<file path="src/rtl/uart_bridge_pkg.sv">
// Shared types and helpers for the UART store-and-forward bridge.
package uart_bridge_pkg;

    localparam int unsigned PAR_NONE = 0;
    localparam int unsigned PAR_EVEN = 1;
    localparam int unsigned PAR_ODD  = 2;

    typedef enum logic [2:0] {
        RX_IDLE,
        RX_START,
        RX_DATA,
        RX_PARITY,
        RX_STOP
    } rx_state_e;

    typedef enum logic [2:0] {
        TX_IDLE,
        TX_START,
        TX_DATA,
        TX_PARITY,
        TX_STOP
    } tx_state_e;

    // Returns the bit that completes the requested parity over the low nbits.
    function automatic logic parity_bit(input logic [7:0] data,
                                        input int unsigned nbits,
                                        input int unsigned mode);
        logic p;
        p = (mode == PAR_ODD);
        for (int unsigned i = 0; i < 8; i++) begin
            if (i < nbits) p ^= data[i];
        end
        return p;
    endfunction

endpackage

</file>
<file path="src/rtl/uart_bridge_fifo.sv">
// First-word-fall-through synchronous FIFO; push while full is honoured only
// when a pop frees a slot in the same cycle.
module uart_bridge_fifo
    import uart_bridge_pkg::*;
#(
    parameter int unsigned DEPTH = 8,
    parameter int unsigned WIDTH = 8
) (
    input  logic                       clk,
    input  logic                       rst,
    input  logic                       push_i,
    input  logic                       pop_i,
    input  logic [WIDTH-1:0]           din_i,
    output logic [WIDTH-1:0]           dout_o,
    output logic                       empty_o,
    output logic                       full_o,
    output logic [$clog2(DEPTH):0]     level_o
);

    localparam int unsigned AW = $clog2(DEPTH);
    localparam int unsigned LW = AW + 1;

    logic [WIDTH-1:0] mem_q [DEPTH];
    logic [AW-1:0]    wr_ptr_q, rd_ptr_q;
    logic [LW-1:0]    level_q;
    logic             do_push, do_pop;

    assign empty_o = (level_q == '0);
    assign full_o  = (level_q == LW'(DEPTH));
    assign do_pop  = pop_i && !empty_o;
    assign do_push = push_i && (!full_o || do_pop);
    assign dout_o  = mem_q[rd_ptr_q];
    assign level_o = level_q;

    always_ff @(posedge clk) begin
        if (do_push) mem_q[wr_ptr_q] <= din_i;
    end

    always_ff @(posedge clk) begin
        if (rst) begin
            wr_ptr_q <= '0;
            rd_ptr_q <= '0;
            level_q  <= '0;
        end else begin
            if (do_push) wr_ptr_q <= wr_ptr_q + AW'(1);
            if (do_pop)  rd_ptr_q <= rd_ptr_q + AW'(1);
            case ({do_push, do_pop})
                2'b10:   level_q <= level_q + LW'(1);
                2'b01:   level_q <= level_q - LW'(1);
                default: level_q <= level_q;
            endcase
        end
    end

endmodule

</file>
<file path="src/rtl/uart_fifo_bridge.sv">
// UART-to-UART store-and-forward bridge: RX deframer -> FIFO -> TX framer,
// with CTS/RTS flow control and sticky error status.
module uart_fifo_bridge
    import uart_bridge_pkg::*;
#(
    parameter int unsigned DATA_BITS    = 8,
    parameter int unsigned PARITY       = 0,
    parameter int unsigned STOP_BITS    = 1,
    parameter int unsigned CLKS_PER_BIT = 16,
    parameter int unsigned FIFO_DEPTH   = 8,
    parameter int unsigned RTS_MARGIN   = 1
) (
    input  logic                          clk,
    input  logic                          rst,
    input  logic                          rx_i,
    input  logic                          cts_i,
    input  logic                          clr_err_i,
    output logic                          tx_o,
    output logic                          rts_o,
    output logic [$clog2(FIFO_DEPTH):0]   fifo_level_o,
    output logic                          overflow_o,
    output logic                          frame_err_o,
    output logic                          parity_err_o
);

    localparam int unsigned LW = $clog2(FIFO_DEPTH) + 1;
    localparam int unsigned CW = $clog2(STOP_BITS * CLKS_PER_BIT) + 1;
    localparam logic [CW-1:0] BIT_CNT  = CW'(CLKS_PER_BIT - 1);
    localparam logic [CW-1:0] HALF_CNT = CW'(CLKS_PER_BIT / 2 - 1);
    localparam logic [CW-1:0] STOP_CNT = CW'(STOP_BITS * CLKS_PER_BIT - 1);
    localparam logic [2:0]    LAST_BIT = 3'(DATA_BITS - 1);
    localparam bit            HAS_PAR  = (PARITY != PAR_NONE);

    logic            sync1_q, sync2_q, prev_q;
    rx_state_e       rx_state_q, rx_state_d;
    logic [CW-1:0]   rx_cnt_q, rx_cnt_d;
    logic [2:0]      rx_bit_q, rx_bit_d;
    logic [7:0]      rx_data_q, rx_data_d;
    logic            rx_par_q, rx_par_d;
    logic            wr_q, wr_d;
    logic [7:0]      wr_data_q, wr_data_d;
    logic            frame_ev, parity_ev, overflow_ev;

    tx_state_e       tx_state_q, tx_state_d;
    logic [CW-1:0]   tx_cnt_q, tx_cnt_d;
    logic [2:0]      tx_bit_q, tx_bit_d;
    logic [7:0]      tx_sh_q, tx_sh_d;
    logic            tx_par_q, tx_par_d;
    logic            tx_q, tx_d;
    logic            pop, start_ok;

    logic            ovf_q, fe_q, pe_q, rts_q;
    logic [7:0]      fifo_dout;
    logic            fifo_empty, fifo_full;
    logic [LW-1:0]   fifo_level;

    uart_bridge_fifo #(
        .DEPTH(FIFO_DEPTH),
        .WIDTH(8)
    ) u_fifo (
        .clk     (clk),
        .rst     (rst),
        .push_i  (wr_q),
        .pop_i   (pop),
        .din_i   (wr_data_q),
        .dout_o  (fifo_dout),
        .empty_o (fifo_empty),
        .full_o  (fifo_full),
        .level_o (fifo_level)
    );

    always_comb begin
        rx_state_d = rx_state_q;
        rx_cnt_d   = rx_cnt_q;
        rx_bit_d   = rx_bit_q;
        rx_data_d  = rx_data_q;
        rx_par_d   = rx_par_q;
        wr_d       = 1'b0;
        wr_data_d  = wr_data_q;
        frame_ev   = 1'b0;
        parity_ev  = 1'b0;
        if (rx_state_q != RX_IDLE && rx_cnt_q != '0) rx_cnt_d = rx_cnt_q - CW'(1);
        case (rx_state_q)
            RX_IDLE: begin
                if (prev_q && !sync2_q) begin
                    rx_state_d = RX_START;
                    rx_cnt_d   = HALF_CNT;
                end
            end
            RX_START: begin
                if (rx_cnt_q == '0) begin
                    if (sync2_q) begin
                        rx_state_d = RX_IDLE;
                    end else begin
                        rx_state_d = RX_DATA;
                        rx_cnt_d   = BIT_CNT;
                        rx_bit_d   = '0;
                        rx_data_d  = '0;
                    end
                end
            end
            RX_DATA: begin
                if (rx_cnt_q == '0) begin
                    rx_data_d[rx_bit_q] = sync2_q;
                    rx_cnt_d            = BIT_CNT;
                    if (rx_bit_q == LAST_BIT) rx_state_d = HAS_PAR ? RX_PARITY : RX_STOP;
                    else                      rx_bit_d   = rx_bit_q + 3'd1;
                end
            end
            RX_PARITY: begin
                if (rx_cnt_q == '0) begin
                    rx_par_d   = sync2_q;
                    rx_state_d = RX_STOP;
                    rx_cnt_d   = BIT_CNT;
                end
            end
            RX_STOP: begin
                // Back to IDLE at the stop mid-point so a new start edge is caught at once.
                if (rx_cnt_q == '0) begin
                    frame_ev   = !sync2_q;
                    parity_ev  = HAS_PAR &&
                                 (rx_par_q != parity_bit(rx_data_q, DATA_BITS, PARITY));
                    wr_d       = !frame_ev && !parity_ev;
                    wr_data_d  = rx_data_q;
                    rx_state_d = RX_IDLE;
                end
            end
            default: rx_state_d = RX_IDLE;
        endcase
    end

    assign start_ok    = !fifo_empty && cts_i;
    assign overflow_ev = wr_q && fifo_full && !pop;

    // tx_d is the line level for the state being entered, keeping tx_o registered.
    always_comb begin
        tx_state_d = tx_state_q;
        tx_cnt_d   = tx_cnt_q;
        tx_bit_d   = tx_bit_q;
        tx_sh_d    = tx_sh_q;
        tx_par_d   = tx_par_q;
        tx_d       = tx_q;
        pop        = 1'b0;
        if (tx_state_q != TX_IDLE && tx_cnt_q != '0) tx_cnt_d = tx_cnt_q - CW'(1);
        case (tx_state_q)
            TX_IDLE: begin
                tx_d = 1'b1;
                if (start_ok) begin
                    pop        = 1'b1;
                    tx_sh_d    = fifo_dout;
                    tx_par_d   = parity_bit(fifo_dout, DATA_BITS, PARITY);
                    tx_state_d = TX_START;
                    tx_cnt_d   = BIT_CNT;
                    tx_d       = 1'b0;
                end
            end
            TX_START: begin
                if (tx_cnt_q == '0) begin
                    tx_state_d = TX_DATA;
                    tx_cnt_d   = BIT_CNT;
                    tx_bit_d   = '0;
                    tx_d       = tx_sh_q[0];
                end
            end
            TX_DATA: begin
                if (tx_cnt_q == '0) begin
                    tx_cnt_d = BIT_CNT;
                    if (tx_bit_q == LAST_BIT) begin
                        if (HAS_PAR) begin
                            tx_state_d = TX_PARITY;
                            tx_d       = tx_par_q;
                        end else begin
                            tx_state_d = TX_STOP;
                            tx_cnt_d   = STOP_CNT;
                            tx_d       = 1'b1;
                        end
                    end else begin
                        tx_bit_d = tx_bit_q + 3'd1;
                        tx_sh_d  = tx_sh_q >> 1;
                        tx_d     = tx_sh_q[1];
                    end
                end
            end
            TX_PARITY: begin
                if (tx_cnt_q == '0) begin
                    tx_state_d = TX_STOP;
                    tx_cnt_d   = STOP_CNT;
                    tx_d       = 1'b1;
                end
            end
            TX_STOP: begin
                if (tx_cnt_q == '0) begin
                    if (start_ok) begin
                        pop        = 1'b1;
                        tx_sh_d    = fifo_dout;
                        tx_par_d   = parity_bit(fifo_dout, DATA_BITS, PARITY);
                        tx_state_d = TX_START;
                        tx_cnt_d   = BIT_CNT;
                        tx_d       = 1'b0;
                    end else begin
                        tx_state_d = TX_IDLE;
                        tx_d       = 1'b1;
                    end
                end
            end
            default: tx_state_d = TX_IDLE;
        endcase
    end

    always_ff @(posedge clk) begin
        if (rst) begin
            sync1_q    <= 1'b1;
            sync2_q    <= 1'b1;
            prev_q     <= 1'b1;
            rx_state_q <= RX_IDLE;
            rx_cnt_q   <= '0;
            rx_bit_q   <= '0;
            rx_data_q  <= '0;
            rx_par_q   <= 1'b0;
            wr_q       <= 1'b0;
            wr_data_q  <= '0;
            tx_state_q <= TX_IDLE;
            tx_cnt_q   <= '0;
            tx_bit_q   <= '0;
            tx_sh_q    <= '0;
            tx_par_q   <= 1'b0;
            tx_q       <= 1'b1;
            ovf_q      <= 1'b0;
            fe_q       <= 1'b0;
            pe_q       <= 1'b0;
            rts_q      <= 1'b1;
        end else begin
            sync1_q    <= rx_i;
            sync2_q    <= sync1_q;
            prev_q     <= sync2_q;
            rx_state_q <= rx_state_d;
            rx_cnt_q   <= rx_cnt_d;
            rx_bit_q   <= rx_bit_d;
            rx_data_q  <= rx_data_d;
            rx_par_q   <= rx_par_d;
            wr_q       <= wr_d;
            wr_data_q  <= wr_data_d;
            tx_state_q <= tx_state_d;
            tx_cnt_q   <= tx_cnt_d;
            tx_bit_q   <= tx_bit_d;
            tx_sh_q    <= tx_sh_d;
            tx_par_q   <= tx_par_d;
            tx_q       <= tx_d;
            ovf_q      <= (ovf_q && !clr_err_i) || overflow_ev;
            fe_q       <= (fe_q  && !clr_err_i) || frame_ev;
            pe_q       <= (pe_q  && !clr_err_i) || parity_ev;
            rts_q      <= (fifo_level < LW'(FIFO_DEPTH - RTS_MARGIN));
        end
    end

    assign tx_o         = tx_q;
    assign rts_o        = rts_q;
    assign fifo_level_o = fifo_level;
    assign overflow_o   = ovf_q;
    assign frame_err_o  = fe_q;
    assign parity_err_o = pe_q;

endmodule

</file>
<file path="config.mk">
export PLATFORM = sky130hd
export DESIGN_NAME = uart_fifo_bridge
export DESIGN_NICKNAME = d
export VERILOG_FILES = /design/src/rtl/uart_bridge_pkg.sv /design/src/rtl/uart_bridge_fifo.sv /design/src/rtl/uart_fifo_bridge.sv
export SDC_FILE = /design/constraint.sdc
export NUM_CORES = 1
export LEC_CHECK = 0
export ABC_AREA = 1
export BUFFER_PORTS_ARGS = -buffer_cell sky130_fd_sc_hd__buf_4
export CAP_MARGIN = 20
export CORE_ASPECT_RATIO = 0.9
export CORE_MARGIN = 5
export CORE_UTILIZATION = 50
export DETAILED_ROUTE_END_ITERATION = 12
export PLACE_DENSITY = 0.66
export REMOVE_ABC_BUFFERS = 1
export SKIP_CTS_REPAIR_TIMING = 1
export SYNTH_ARGS = -nofsm -noshare
export SYNTH_HDL_FRONTEND = slang
export SYNTH_SLANG_ARGS = --single-unit
</file>
<file path="constraint.sdc">
create_clock -name clk -period 2.71 [get_ports clk]
set_input_delay 0.271 -clock clk [delete_from_list [all_inputs] [get_ports clk]]
set_output_delay 0.271 -clock clk [all_outputs]
set_load 0.01 [all_outputs]
</file>
After elaboration in Yosys (flattened, before gate mapping)
Memory sizes are Yosys's and may differ from the RTL's. A register that Yosys moved wholly into a read port is not among the register bits.
Cells that the tools add are included.
{"block": "totals", "output_inout_bits": 9, "ram_bits": 64, "n_memories": 1, "regBits": 65}
{"memory": "u_fifo.mem_q", "depth": 8, "width": 8, "read_ports": 1, "rd_ports_with_merged_regs": 1, "wr": 1, "line": "uart_bridge_fifo.sv:23", "rtl": "logic [WIDTH-1:0] mem_q [DEPTH];"}
{"block": "classes", "n_eq_ne": 28, "muxes": 65, "n_reduce_logical": 45, "magnitude_cmp": 3, "add_sub_neg": 8, "bitwise_logic": 2}
{"cell": "3-bit two-way mux", "count": 21}
{"cell": "8-bit two-way mux", "count": 7}
{"cell": "5-bit two-way mux", "count": 9}
{"cell": "2-bit inequality test (second input constant)", "count": 15}
{"cell": "3-bit one-hot mux with 5 select lines", "count": 2}
{"cell": "5-bit one-hot mux with 3 select lines", "count": 2}
{"cell": "8-bit one-hot mux with 3 select lines", "count": 1}
{"cell": "8-bit one-hot mux with 2 select lines", "count": 1}
{"cell": "5-bit nonzero test", "count": 3}
{"cell": "1-bit two-way mux", "count": 14}
{"cell": "3-bit by 1-bit adder with 3-bit output (second input constant)", "count": 4}
{"cell": "3-bit by 2-bit equality test with 1-bit output (second input constant)", "count": 4}
{"cell": "3-bit equality test (second input constant)", "count": 4}
{"cell": "1-bit logical AND", "count": 12}
{"cell": "3-bit one-hot mux with 2 select lines", "count": 2}
{"cell": "4-bit AND reduction", "count": 3}
{"cell": "6-bit AND reduction", "count": 2}
{"cell": "5-bit zero test", "count": 2}
{"cell": "5-bit AND reduction", "count": 2}
{"cell": "5-bit by 1-bit subtractor with 5-bit output (second input constant)", "count": 2}
{"cell": "3-bit nonzero test", "count": 3}
{"cell": "8-bit bitwise mux", "count": 1}
{"cell": "4-bit one-hot mux with 2 select lines", "count": 1}
{"cell": "3-bit by 1-bit equality test with 1-bit output (second input constant)", "count": 2}
{"cell": "21 further kinds", "count": 32}

Logic depth before layout (Yosys ltp)
Gate-level depths: netlist (run 1).
{"block": "logic_depth", "word_depth": 11, "depth_mapped": 14}

By module
From an unflattened synthesis (run 1), not the netlist that was laid out.
{"block": "unflattened", "cells_unflattened": 671, "area_unflattened_um2": 6015.8}
{"mod": "uart_bridge_fifo", "cells_each": 259, "area_each_um2": 3211.8, "n_inst": 1}
{"mod": "uart_fifo_bridge", "cells_each": 412, "area_each_um2": 2803.9, "n_inst": 1}

Least setup slack after synthesis (run 1)
No wires, ideal clock.
{"block": "synth_path", "kind": "register to register", "start": "register tx_cnt_q[0]", "end": "memory u_fifo.mem_q[1][0], enable pin", "t_required_ns": 2.340, "stages_incl_launch_ff": 11, "n_path_buf": 0, "arrival_time_ns": 1.589, "setup_slack_ns": 0.750, "cell_sequence": "dfxtp_1 > inv_1 > ha_1 > nand3_2 > nand2_4 > nand2_4 > nand2_1 > nand2_2 > nor2_1 > inv_2 > nor2_1"}
{"block": "synth_between", "elab_chain_cells": 8}
{"item": "start, declared", "line": "uart_fifo_bridge.sv:45", "rtl": "logic [CW-1:0] tx_cnt_q, tx_cnt_d;"}
{"item": "start signal, assigned", "line": "uart_fifo_bridge.sv:244", "rtl": "tx_cnt_q <= tx_cnt_d;"}
{"item": "5-bit zero test", "line": "uart_fifo_bridge.sv:192", "rtl": "if (tx_cnt_q == '0) begin"}
{"item": "1-bit two-way mux", "line": "uart_fifo_bridge.sv:192"}
{"item": "1-bit one-hot mux with 2 select lines", "line": "uart_fifo_bridge.sv:145", "rtl": "case (tx_state_q)"}
{"item": "1-bit logical AND", "line": "uart_bridge_fifo.sv:30", "rtl": "assign do_pop = pop_i && !empty_o;"}
{"item": "1-bit logical OR", "line": "uart_bridge_fifo.sv:31", "rtl": "assign do_push = push_i && (!full_o || do_pop);"}
{"item": "1-bit logical AND", "line": "uart_bridge_fifo.sv:31"}
{"item": "1-bit two-way mux", "line": "uart_bridge_fifo.sv:36", "rtl": "if (do_push) mem_q[wr_ptr_q] <= din_i;"}
{"item": "1-bit two-way mux (not written as such)", "line": "uart_bridge_fifo.sv:36"}
{"item": "end, declared", "line": "uart_bridge_fifo.sv:23"}
Every way passes these cells.

Worst setup path after layout (run 1)
{"block": "layout_path", "start": "register tx_cnt_q[0]", "end": "memory u_fifo.mem_q[3][6], enable pin"}
Same word-level chain as after synthesis.

==> out/qor.csv, run 1 <==
stage,metric,value,unit
worst_setup_path,r2r_end,u_fifo.mem_q[3][6],
power,sequentialPowerShare,0.386,
sta,finalMaxSlewViolations,0,
grt,grt_start_max_net_pins,39,
worst_setup_path,worst-r2r-cell-count,10,
sta,period_share,0.856,
floorplan,initial_utilization,0.505,
route,drt_iter0_markers,304,
worst_setup_path,setup.worst_path.end_class,flop,
outcome,outcome,"finished, final reports clean",
worst_setup_path,worst_setup_path_endpoint,u_fifo.mem_q[3][6],
route,routed_wire_length_per_instance,14.8,um
grt,grt_util_all_layers,0.188,
layout,fin_nets,654,
synth,synth.ff_latch_count,132,
worst_setup_path,required,2760,ps
run,max-cap-violations,0,
floorplan,core_region_area,0.0113,mm2
grt,grt_antenna_before_repair,0,
route,antenna_violating_nets_post_route,0,
power,clock_power_share,0.328,
synth,combinational_family_with_the_most_area_after_synthesis,simple AND/OR/NAND/NOR gates,
sta,grt_setup_unrepaired,no,
layout,antenna-diode-count,0,
synth,mappedNetlistArea,0.00571,mm2
synth,synth-simple-area-share,0.251,
clock_network,insertion_delay,420,ps
grt,grt-ovfl-total,0,
synth,yosys.area_share.xor_xnor,0.00614,
floorplan,io_pins,14,
sta,max_slew_margin,0.424,
place,gpl.final_weighted_congestion,0.829,
worst_setup_path,cp_data_arrival_time,2370,ps
clock_network,tritoncts_clock_tree,yes,
route,wl_met2,5600,um
route,remaining_drc_errors,0,
layout,fill_cells,1004,
route,vias_after_detailed_routing,4281,
power,ir_drop,0.525,mV
power,switchingPower,0.00246,W
sta,final.min_clock_period,2320,ps
synth,syn_area_per_cell,9.16,um2
sta,setup_viol_count_final,0,
synth,yosysUniqueCellTypes,40,
floorplan,core.rowCount,37,
power,power.internal,0.00439,W
clock_network,cts.sink_count,132,
route,routed_vias_inst,5.29,
layout,final_layout_size_suffix_gt1_frac,0.136,
sta,totalNegativeSetupSlack,0,ps
place,port-buffer-count,13,
synth,post_synth_inst_count,623,
worst_setup_path,critPathMaxFanout,8,
layout,synthToLayoutAreaGrowth,14.3,%
synth,synth_warnings,0,
clock_network,cts_buffer_depth,2,
synth,yosysSeqAreaShare,0.575,
clock_network,cts_buffers,17,
grt,first_global_vias,4025,
worst_setup_path,reg2reg_setup_slack,390,ps
power,power.switching_fraction,0.360,
route,wl_met1,5620,um
synth,synth_fa_ha_area_frac,0.0197,
clock_network,clockRootBuffer,clkbuf_16,
place,detailedPlacementHpwl,7990,um
power,power_leakage,2.52,nW
worst_setup_path,reg2reg_from,tx_cnt_q[0],
sta,holdWs,37.4,ps
power,power.density_cell_area,1050,mW/mm2
sta,worst_slew_pin_slew,863,ps
grt,grt_pass1_wl,20100,um
route,detail_route.first_pass.iterations,6,
floorplan,design.die.area,0.0137,mm2
route,wl_met3,633,um
route,routed_wl,12000,um
sta,hold_violations,0,
sta,achievable-frequency,431,MHz
worst_setup_path,startpoint,tx_cnt_q[0],
synth,synth-compound-area-share,0.0969,
floorplan,fp.dieW,123,um
power,p_comb_frac,0.286,
synth,synthMuxAreaShare,0,
floorplan,die_height,111,um
worst_setup_path,worst-setup-path-type,reg2reg,
min_path,hold_class,in2reg,
route,highest-signal-layer,met4,
sta,clock-skew-final,7.73,ps
clock_network,ctsHtreeMaxLevel,4,
worst_setup_path,critPathLaunchType,flop,
clock_network,clkSlewWorstSetupHoldPaths,60,ps
[synthesized netlist by cell type (all sizes together)]
cell type    n  area share
ha           9       0.020
dfxtp       68        0.24
o21ai       40       0.035
o22ai        4      0.0044
inv         51       0.034
a31oi        2      0.0022
o211a        1      0.0018
clkbuf       9      0.0059
a211oi       2      0.0026
nand2      152        0.11
nand3       69       0.067
nor3        14       0.015
nor2        61       0.049
xor2         3      0.0046
clkinv       2      0.0022
xnor2        1      0.0015
buf         10      0.0096
edfxtp      64        0.34
o2111ai      1      0.0015
o32ai        1      0.0015
nand4        6      0.0066
a21oi       41       0.037
or2          4      0.0048
o211ai       8       0.011
[routing by layer]
layer,GRT usage,vias up
met3,0.0574,13
met2,0.289,106
met5,0,-
met1,0.259,2008
li1,-,2154
met4,0.0537,0
[registers in the layout, summed over array words and instances (netlist names), 3 cells and up, named ones only]
signal and flops:
u_fifo.wr_ptr_q 3, rx_bit_q 3, u_fifo.rd_ptr_q 3, tx_sh_q 8, tx_bit_q 3, wr_data_q 8, rx_state_q 3, rx_data_q 8
u_fifo.mem_q 64, tx_cnt_q 5, rx_cnt_q 5, u_fifo.level_o 4, tx_state_q 3
[layout by cell type, fill, tap and decap left out, types with 2 or more instances in the layout]
cell type / Yosys / routed
nand2_1: 139 / 139
dfxtp_1: 68 / 68
nand3_1: 65 / 65
edfxtp_1: 64 / 64
nor2_1: 55 / 55
inv_1: 43 / 43
o21ai_0: 39 / 39
a21oi_1: 39 / 39
clkbuf_16: 0 / 17
buf_4: 0 / 17
nor3_1: 12 / 12
nand2_2: 9 / 9
ha_1: 9 / 9
o211ai_1: 8 / 8
inv_2: 8 / 8
nand4_1: 6 / 6
inv_6: 0 / 5
o22ai_1: 4 / 4
nand2_4: 4 / 4
nor2_4: 4 / 4
clkinv_2: 0 / 4
or2_2: 3 / 3
xor2_1: 3 / 3
clkinvlp_4: 0 / 3
a31oi_1: 2 / 2
nand3_2: 2 / 2
nand3_4: 2 / 2
a21oi_2: 2 / 2
a211oi_1: 2 / 2
clkinv_4: 1 / 2
bufinv_16: 0 / 2
[through the flow]
stage | cells | util | area, um2 | power [W] | setup slack (ps)
final | 809 | 0.578 | 6520 | 0.00685 | 390
after global routing | 809 | 0.578 | 6520 | 0.00728 | 180
after CTS | 809 | 0.578 | 6520 | 0.00688 | 378
after detailed placement | 777 | 0.526 | 5940 | 0.00462 | 391
after global placement | 777 | 0.526 | 5940 | 0.00457 | 559
after floorplan | 604 | - | 5620 | 0.00407 | 750
[worst max-delay path: stages (launching register included)]
cell     delay [ps]
dfxtp_1         310
inv_1            90
ha_1            250
nand3_2         160
nand2_4         150
nand2_4          80
nand2_1         110
nand2_2          80
nor2_1          110
inv_2            70
nor2_1          530
[area by class of cell]
| type | count | area, um2 | area share |
|---|---|---|---|
| repair buffers | 17 | 128 | 0.0196 |
| clock buffers | 17 | 425 | 0.0652 |
| flip-flops and latches | 132 | 3280 | 0.503 |
| clock inverters | 15 | 155 | 0.0238 |
| inverters | 53 | 204 | 0.0313 |
| multi-input cells | 419 | 2130 | 0.327 |
| well taps | 156 | 195 | 0.0299 |
[kinds of logic (layout without fill, tap and decap cells)]
kind of cell	count (synthesis)	after routing
AOI/OAI and AO/OA	100	100
xor gates and xnor gates	4	4
adders and majority gates	9	9
buffers and inverters	72	102
DFF	132	132
and+or+nand+nor	306	306
[power by group through the flow]
| stage | sequential [W] | clock [W] | combinational [W] |
|---|---|---|---|
| final | 0.00264 | 0.00225 | 0.00196 |
| after global routing | 0.00268 | 0.00239 | 0.00222 |
| after CTS | 0.00265 | 0.00228 | 0.00196 |
| after detailed placement | 0.00268 | 0 | 0.00194 |
| after global placement | 0.00268 | 0 | 0.00190 |
| after floorplan | 0.00265 | 0 | 0.00142 |
[worst min path at each step]
stage / start / to / cells after the start
5_1_grt: rx_i / sync1_q / 2
2_1_floorplan: rst / rx_bit_q[1] / 1
3_5_place_dp: sync1_q / sync2_q / 1
4_1_cts: rx_i / sync1_q / 2
6_report: rx_i / sync1_q / 2
3_3_place_gp: sync1_q / sync2_q / 1
No activity file was read; power rests on OpenSTA's default activity.
==> run 2: changes to the inputs <==
--- a/config.mk
+++ b/config.mk
@@ -12,9 +12,10 @@
 export CORE_MARGIN = 5
 export CORE_UTILIZATION = 50
 export DETAILED_ROUTE_END_ITERATION = 12
-export PLACE_DENSITY = 0.66
+export PLACE_DENSITY = 0.76
 export REMOVE_ABC_BUFFERS = 1
 export SKIP_CTS_REPAIR_TIMING = 1
 export SYNTH_ARGS = -nofsm -noshare
 export SYNTH_HDL_FRONTEND = slang
 export SYNTH_SLANG_ARGS = --single-unit
+export TNS_END_PERCENT = 1
==> out/qor.csv, run 2 (synthesized netlist as in run 1, its figures left out) <==
stage,metric,value,unit
layout,final_area,0.00653,mm2
worst_setup_path,setup.worst_path.end_class,flop,
clock_network,cts_buffer_depth,2,
worst_setup_path,cp_num_buf_inv,2,
place,cell_area_after_placement,0.00594,mm2
layout,final_common_cell,nand2_1,
grt,grt_start_max_net_pins,39,
sta,worst_slew_pin_slew,845,ps
grt,grt_antenna_before_repair,0,
outcome,outcome,"finished, final reports clean",
min_path,min_from,rx_i,
floorplan,core_region_area,0.0113,mm2
worst_setup_path,startpoint,tx_cnt_q[0],
sta,grt_setup_unrepaired,no,
worst_setup_path,r2r_end,u_fifo.mem_q[3][6],
sta,hold_violations,0,
clock_network,tritoncts_clock_tree,yes,
worst_setup_path,critPathLaunchType,flop,
sta,max_slew_margin,0.436,
layout,number_of_flip_flops_under_the_largest_register_name,64,
worst_setup_path,reg2reg_setup_slack,380,ps
worst_setup_path,slowest_stage,nor2_1,
clock_network,cts_buffers,17,
route,routed_wire_length_per_instance,15.0,um
route,remaining_drc_errors,0,
route,drt_iter0_markers,413,
worst_setup_path,critical_path.top_delay_family,simple AND/OR/NAND/NOR gates,
floorplan,initial_utilization,0.505,
worst_setup_path,required,2750,ps
worst_setup_path,critPathMaxFanout,8,
clock_network,ctsHtreeMaxLevel,4,
route,routed_wl,12100,um
place,port-buffer-count,13,
grt,grt_pass1_wl,19700,um
layout,largest_register,u_fifo.mem_q,
min_path,worst_hold_path.num_cells,2,
min_path,hold_class,in2reg,
route,routed_vias_inst,5.33,
sta,clock-skew-final,7.15,ps
power,power_leakage,2.52,nW
sta,period_share,0.858,
place,detailedPlacementHpwl,8000,um
worst_setup_path,reg2reg_from,tx_cnt_q[0],
floorplan,die_height,111,um
route,antenna_violating_nets_post_route,0,
floorplan,fp.dieW,123,um
floorplan,io_pins,14,
power,power.density_cell_area,1060,mW/mm2
run,max-cap-violations,0,
sta,setup_viol_count_final,0,
route,vias_after_detailed_routing,4308,
sta,finalMaxSlewViolations,0,
grt,first_global_vias,4085,
worst_setup_path,worst-r2r-cell-count,10,
min_path,worstHoldEndpoint,sync1_q,
sta,achievable-frequency,430,MHz
layout,antenna-diode-count,0,
layout,finish.utilization,0.578,
worst_setup_path,critical_path.max_stage_delay,510,ps
sta,final.min_clock_period,2330,ps
clock_network,clkSlewWorstSetupHoldPaths,60,ps
sta,totalNegativeSetupSlack,0,ps
layout,final_layout_size_suffix_gt1_frac,0.132,
worst_setup_path,timing.critical_path.cells,inv_1 -> ha_1 -> nand3_2 -> nand2_4 -> nand2_4 -> nand2_1 -> nand2_2 -> nor2_1 -> inv_2 -> nor2_1,
worst_setup_path,worst-setup-path-type,reg2reg,
layout,synthToLayoutAreaGrowth,14.4,%
floorplan,core.rowCount,37,
worst_setup_path,cp_data_arrival_time,2370,ps
clock_network,insertion_delay,410,ps
layout,mostFrequentLayoutCells,"nand2_1, dfxtp_1, nand3_1",
layout,fin_nets,653,
clock_network,cts.sink_count,132,
grt,grt-ovfl-total,0,
worst_setup_path,count_of_cell_instances_traversed_by_the_critical_path,10,
grt,grt_util_all_layers,0.185,
floorplan,design.die.area,0.0137,mm2
route,detail_route.first_pass.iterations,6,
clock_network,clockRootBuffer,clkbuf_16,
power,ir_drop,0.620,mV
place,gpl.final_weighted_congestion,0.817,
run 2: cell types whose count changed in the layout (fill, tap and decap cells not counted):
cell | previous run | this run
inv_6 | 5 | 1
clkbuf_1 | 0 | 1
clkinv_2 | 4 | 3
clkinv_4 | 2 | 3
clkbuf_16 | 17 | 18
clkinv_1 | 1 | 2
clkbuf_8 | 0 | 1
buf_4 | 17 | 16
run 2: layout make-up:
type | count | area, um2
Multi-Input combinational cell | 419 | 2130
Tap cell | 156 | 195
Clock inverter | 12 | 128
Fill cell | 950 | 4760
Timing Repair Buffer | 16 | 120
Sequential cell | 132 | 3280
Clock buffer | 20 | 468
Inverter | 53 | 204
run 2: worst register-to-register path: cells and delay by family, from the launching register on:
kind,cells,cell delay [ps]
fa+ha+maj,1,230
flops,1,300
simple gates,7,1260
buf+inv,2,170
run 2: report_power, final:
group	leakage [nW]	total [W]	switching, W	internal, W
combinational	1.09	0.00196	0.00131	0.000644
clock	0.285	0.00226	0.000835	0.00143
sequential	1.15	0.00268	0.000293	0.00238
run 2: stage by stage:
step           cells  total power (W)  setup WS [ps]  hold slack (ps)
4_1_cts          808          0.00691            384             23.4
6_report         808          0.00690            385             37.4
3_5_place_dp     776          0.00463            468              399
5_1_grt          808          0.00731            207             30.7
2_1_floorplan    604          0.00407            750              340
3_3_place_gp     776          0.00456            568              397
run 2: worst max path at each step:
stage                         end  slack, ps
2_1_floorplan  u_fifo.mem_q[1][0]        750
3_3_place_gp   u_fifo.mem_q[3][3]        570
3_5_place_dp   u_fifo.mem_q[0][2]        470
4_1_cts        u_fifo.mem_q[3][2]        380
5_1_grt        u_fifo.mem_q[3][4]        210
6_report       u_fifo.mem_q[3][6]        380
run 2: per-layer routing:
metal / up-vias / global-route usage / wire length [um]
met4: 0 / 0.0701 / 235
met2: 130 / 0.296 / 5850
li1: 2146 / - / -
met5: - / 0 / 0
met1: 2007 / 0.240 / 5260
met3: 25 / 0.0493 / 744
==> run 3: changes to the inputs <==
--- a/config.mk
+++ b/config.mk
@@ -5,13 +5,14 @@
 export SDC_FILE = /design/constraint.sdc
 export NUM_CORES = 1
 export LEC_CHECK = 0
-export ABC_AREA = 1
+export ABC_AREA = 0
 export BUFFER_PORTS_ARGS = -buffer_cell sky130_fd_sc_hd__buf_4
 export CAP_MARGIN = 20
 export CORE_ASPECT_RATIO = 0.9
 export CORE_MARGIN = 5
 export CORE_UTILIZATION = 50
 export DETAILED_ROUTE_END_ITERATION = 12
+export HOLD_SLACK_MARGIN = 0.02
 export PLACE_DENSITY = 0.76
 export REMOVE_ABC_BUFFERS = 1
 export SKIP_CTS_REPAIR_TIMING = 1
==> out/qor.csv, run 3 <==
stage,metric,value,unit
synth,synth_enable_flop_cells,64,
power,power.density_cell_area,930,mW/mm2
sta,achievable-frequency,385,MHz
synth,synth_warnings,0,
synth,synth_top_area_share,0.329,
grt,grt_util_all_layers,0.180,
route,routed_wire_length_per_instance,16.9,um
route,remaining_drc_errors,0,
grt,grt_start_max_net_pins,57,
clock_network,cts.sink_count,132,
sta,max_slew_margin,0.433,
route,vias_after_detailed_routing,4040,
power,post-layout-total-power,0.00633,W
sta,worst_slew_pin_slew,838,ps
clock_network,cts_buffer_depth,2,
layout,largest_register,u_fifo.mem_q,
sta,hold_violations,0,
grt,grt_antenna_before_repair,0,
sta,finalMaxSlewViolations,0,
route,drt_iter0_markers,344,
layout,final_common_cell,dfxtp_1,
floorplan,core.rowCount,37,
place,gpl.final_weighted_congestion,0.848,
grt,grt_pass1_wl,19700,um
route,detail_route.first_pass.iterations,4,
synth,synth_top_cells_by_count,"dfxtp_1, edfxtp_1, mux2i_1, nor2_1, clkbuf_1",
worst_setup_path,count_of_cell_instances_traversed_by_the_critical_path,10,
layout,final_layout_size_suffix_gt1_frac,0.182,
worst_setup_path,critPathLaunchType,flop,
worst_setup_path,required,3010,ps
floorplan,io_pins,14,
outcome,outcome,"finished, final reports clean",
run,max-cap-violations,0,
layout,fill_cells,915,
route,antenna_violating_nets_post_route,0,
synth,syn_area_per_cell,11.3,um2
layout,final_area,0.00681,mm2
synth,post_synth_inst_count,514,
place,cell_area_after_placement,0.00611,mm2
worst_setup_path,timing.critical_path.cells,inv_1 -> ha_2 -> or4b_4 -> a211oi_4 -> and2_4 -> xor2_1 -> ha_1 -> nor3_1 -> mux2i_1 -> mux2_2,
route,routed_vias_inst,5.76,
clock_network,insertion_delay,410,ps
power,ir_drop,0.451,mV
layout,antenna-diode-count,0,
grt,first_global_vias,3892,
worst_setup_path,cp_num_buf_inv,1,
sta,clock-skew-final,6.94,ps
clock_network,ctsHtreeMaxLevel,4,
grt,grt-ovfl-total,0,
min_path,hold_class,in2reg,
floorplan,core_region_area,0.0114,mm2
worst_setup_path,reg2reg_from,tx_cnt_q[0],
layout,fin_nets,546,
sta,period_share,0.958,
worst_setup_path,worst-r2r-cell-count,10,
sta,final.min_clock_period,2600,ps
floorplan,initial_utilization,0.510,
floorplan,die_height,112,um
layout,number_of_flip_flops_under_the_largest_register_name,64,
clock_network,cts_buffers,17,
worst_setup_path,setup.worst_path.end_class,flop,
power,power_leakage,2.44,nW
place,port-buffer-count,13,
layout,finish.utilization,0.596,
clock_network,tritoncts_clock_tree,yes,
worst_setup_path,r2r_end,u_fifo.level_o[2],
clock_network,clockRootBuffer,clkbuf_16,
layout,synthToLayoutAreaGrowth,16.8,%
worst_setup_path,slowest_stage,or4b_4,
synth,synth.ff_latch_count,132,
layout,mostFrequentLayoutCells,"dfxtp_1, edfxtp_1, mux2i_1, nor2_1, buf_4",
synth,mappedNetlistArea,0.00583,mm2
worst_setup_path,startpoint,tx_cnt_q[0],
synth,yosysSeqAreaShare,0.563,
place,detailedPlacementHpwl,7760,um
worst_setup_path,critical_path.max_stage_delay,490,ps
worst_setup_path,cp_data_arrival_time,2900,ps
synth,synth-async-reset-ratio,0,
clock_network,clkSlewWorstSetupHoldPaths,60,ps
worst_setup_path,reg2reg_setup_slack,110,ps
worst_setup_path,critical_path.top_delay_family,simple AND/OR/NAND/NOR gates,
floorplan,fp.dieW,124,um
layout,final_cells,701,
synth,synth_most_common_cell,dfxtp_1,
synth,yosysTopAreaCell,edfxtp_1,
synth,yosysUniqueCellTypes,63,
sta,holdWs,44.7,ps
worst_setup_path,worst_setup_path_endpoint,u_fifo.level_o[2],
sta,grt_setup_unrepaired,yes,
sta,setup_viol_count_final,0,
synth,post_synth_main_area_contributors,"edfxtp_1, dfxtp_1, mux2i_1",
place,dp.cells,668,
synth,ys_dominant_reg_cell,dfxtp_1,
route,routed_wl,11900,um
worst_setup_path,worst-setup-path-type,reg2reg,
worst_setup_path,critPathMaxFanout,4,
floorplan,design.die.area,0.0139,mm2
## run 3: cell types whose count changed after synthesis, moves of 12 or more
cell and delta:
nand2_1 -113, nand3_1 -48, mux2i_1 +43, inv_1 -32, clkbuf_1 +21, o21ai_0 -21, a21oi_1 -20, a22oi_1 +14
nand2b_1 +14, nor2b_1 +13, nor2_1 -12
## run 3: kinds of logic after synthesis
| kind of cell | synth area share |
|---|---|
| DFF | 0.563 |
| muxes | 0.0873 |
| xor gates and xnor gates | 0.00751 |
| AOI/OAI and AO/OA | 0.131 |
| buffers and inverters | 0.0373 |
| adders and majority gates | 0.0193 |
| and+or+nand+nor | 0.154 |
## run 3: metrics by stage
step                      setup slack, ps  setup TNS, ps
after CTS                          -0.664          -1.26
final                                 113              0
after detailed placement             33.8              0
after global routing                -34.4          -34.4
after global placement                112              0
after floorplan                      -689         -25520
## run 3: worst min path at each step
stage                     slack [ps]          to     from  cells past startpoint
after detailed placement         420     sync2_q  sync1_q                      1
after global placement           400     sync2_q  sync1_q                      1
after global routing              40     sync1_q     rx_i                      2
after CTS                         40     sync1_q     rx_i                      2
final                             40     sync1_q     rx_i                      2
after floorplan                  340  tx_sh_q[4]      rst                      1
## run 3: layout make-up
type	count	area (um2)	share of cell area
Inverter	12	45.0	0.00661
Tap cell	156	195	0.0287
Timing Repair Buffer	35	270	0.0397
Clock inverter	7	97.6	0.0143
Sequential cell	132	3280	0.482
Multi-Input combinational cell	334	2340	0.343
Clock buffer	25	583	0.0856
## run 3: worst reg2reg max path, cell delays in order (launching register included)
cell and delay, ps:
dfxtp_1 310, inv_1 80, ha_2 220, or4b_4 490, a211oi_4 290, and2_4 200
xor2_1 160, ha_1 190, nor3_1 50, mux2i_1 150, mux2_2 340
## run 3: power breakdown
part / total (W) / switching (W) / leakage, nW / internal [W]
combinational: 0.00149 / 0.000806 / 0.958 / 0.000679
clock: 0.00252 / 0.000829 / 0.335 / 0.00169
sequential: 0.00233 / 0.000114 / 1.14 / 0.00222
## run 3: layer usage
metal / share of wire / global-route usage / vias to the layer above / wire length [um]
met5: 0 / 0 / - / 0
met3: 0.047 / 0.0484 / 18 / 558
met4: 0.014 / 0.0524 / 0 / 161
li1: - / - / 1948 / -
met1: 0.46 / 0.251 / 1965 / 5500
met2: 0.48 / 0.277 / 109 / 5650
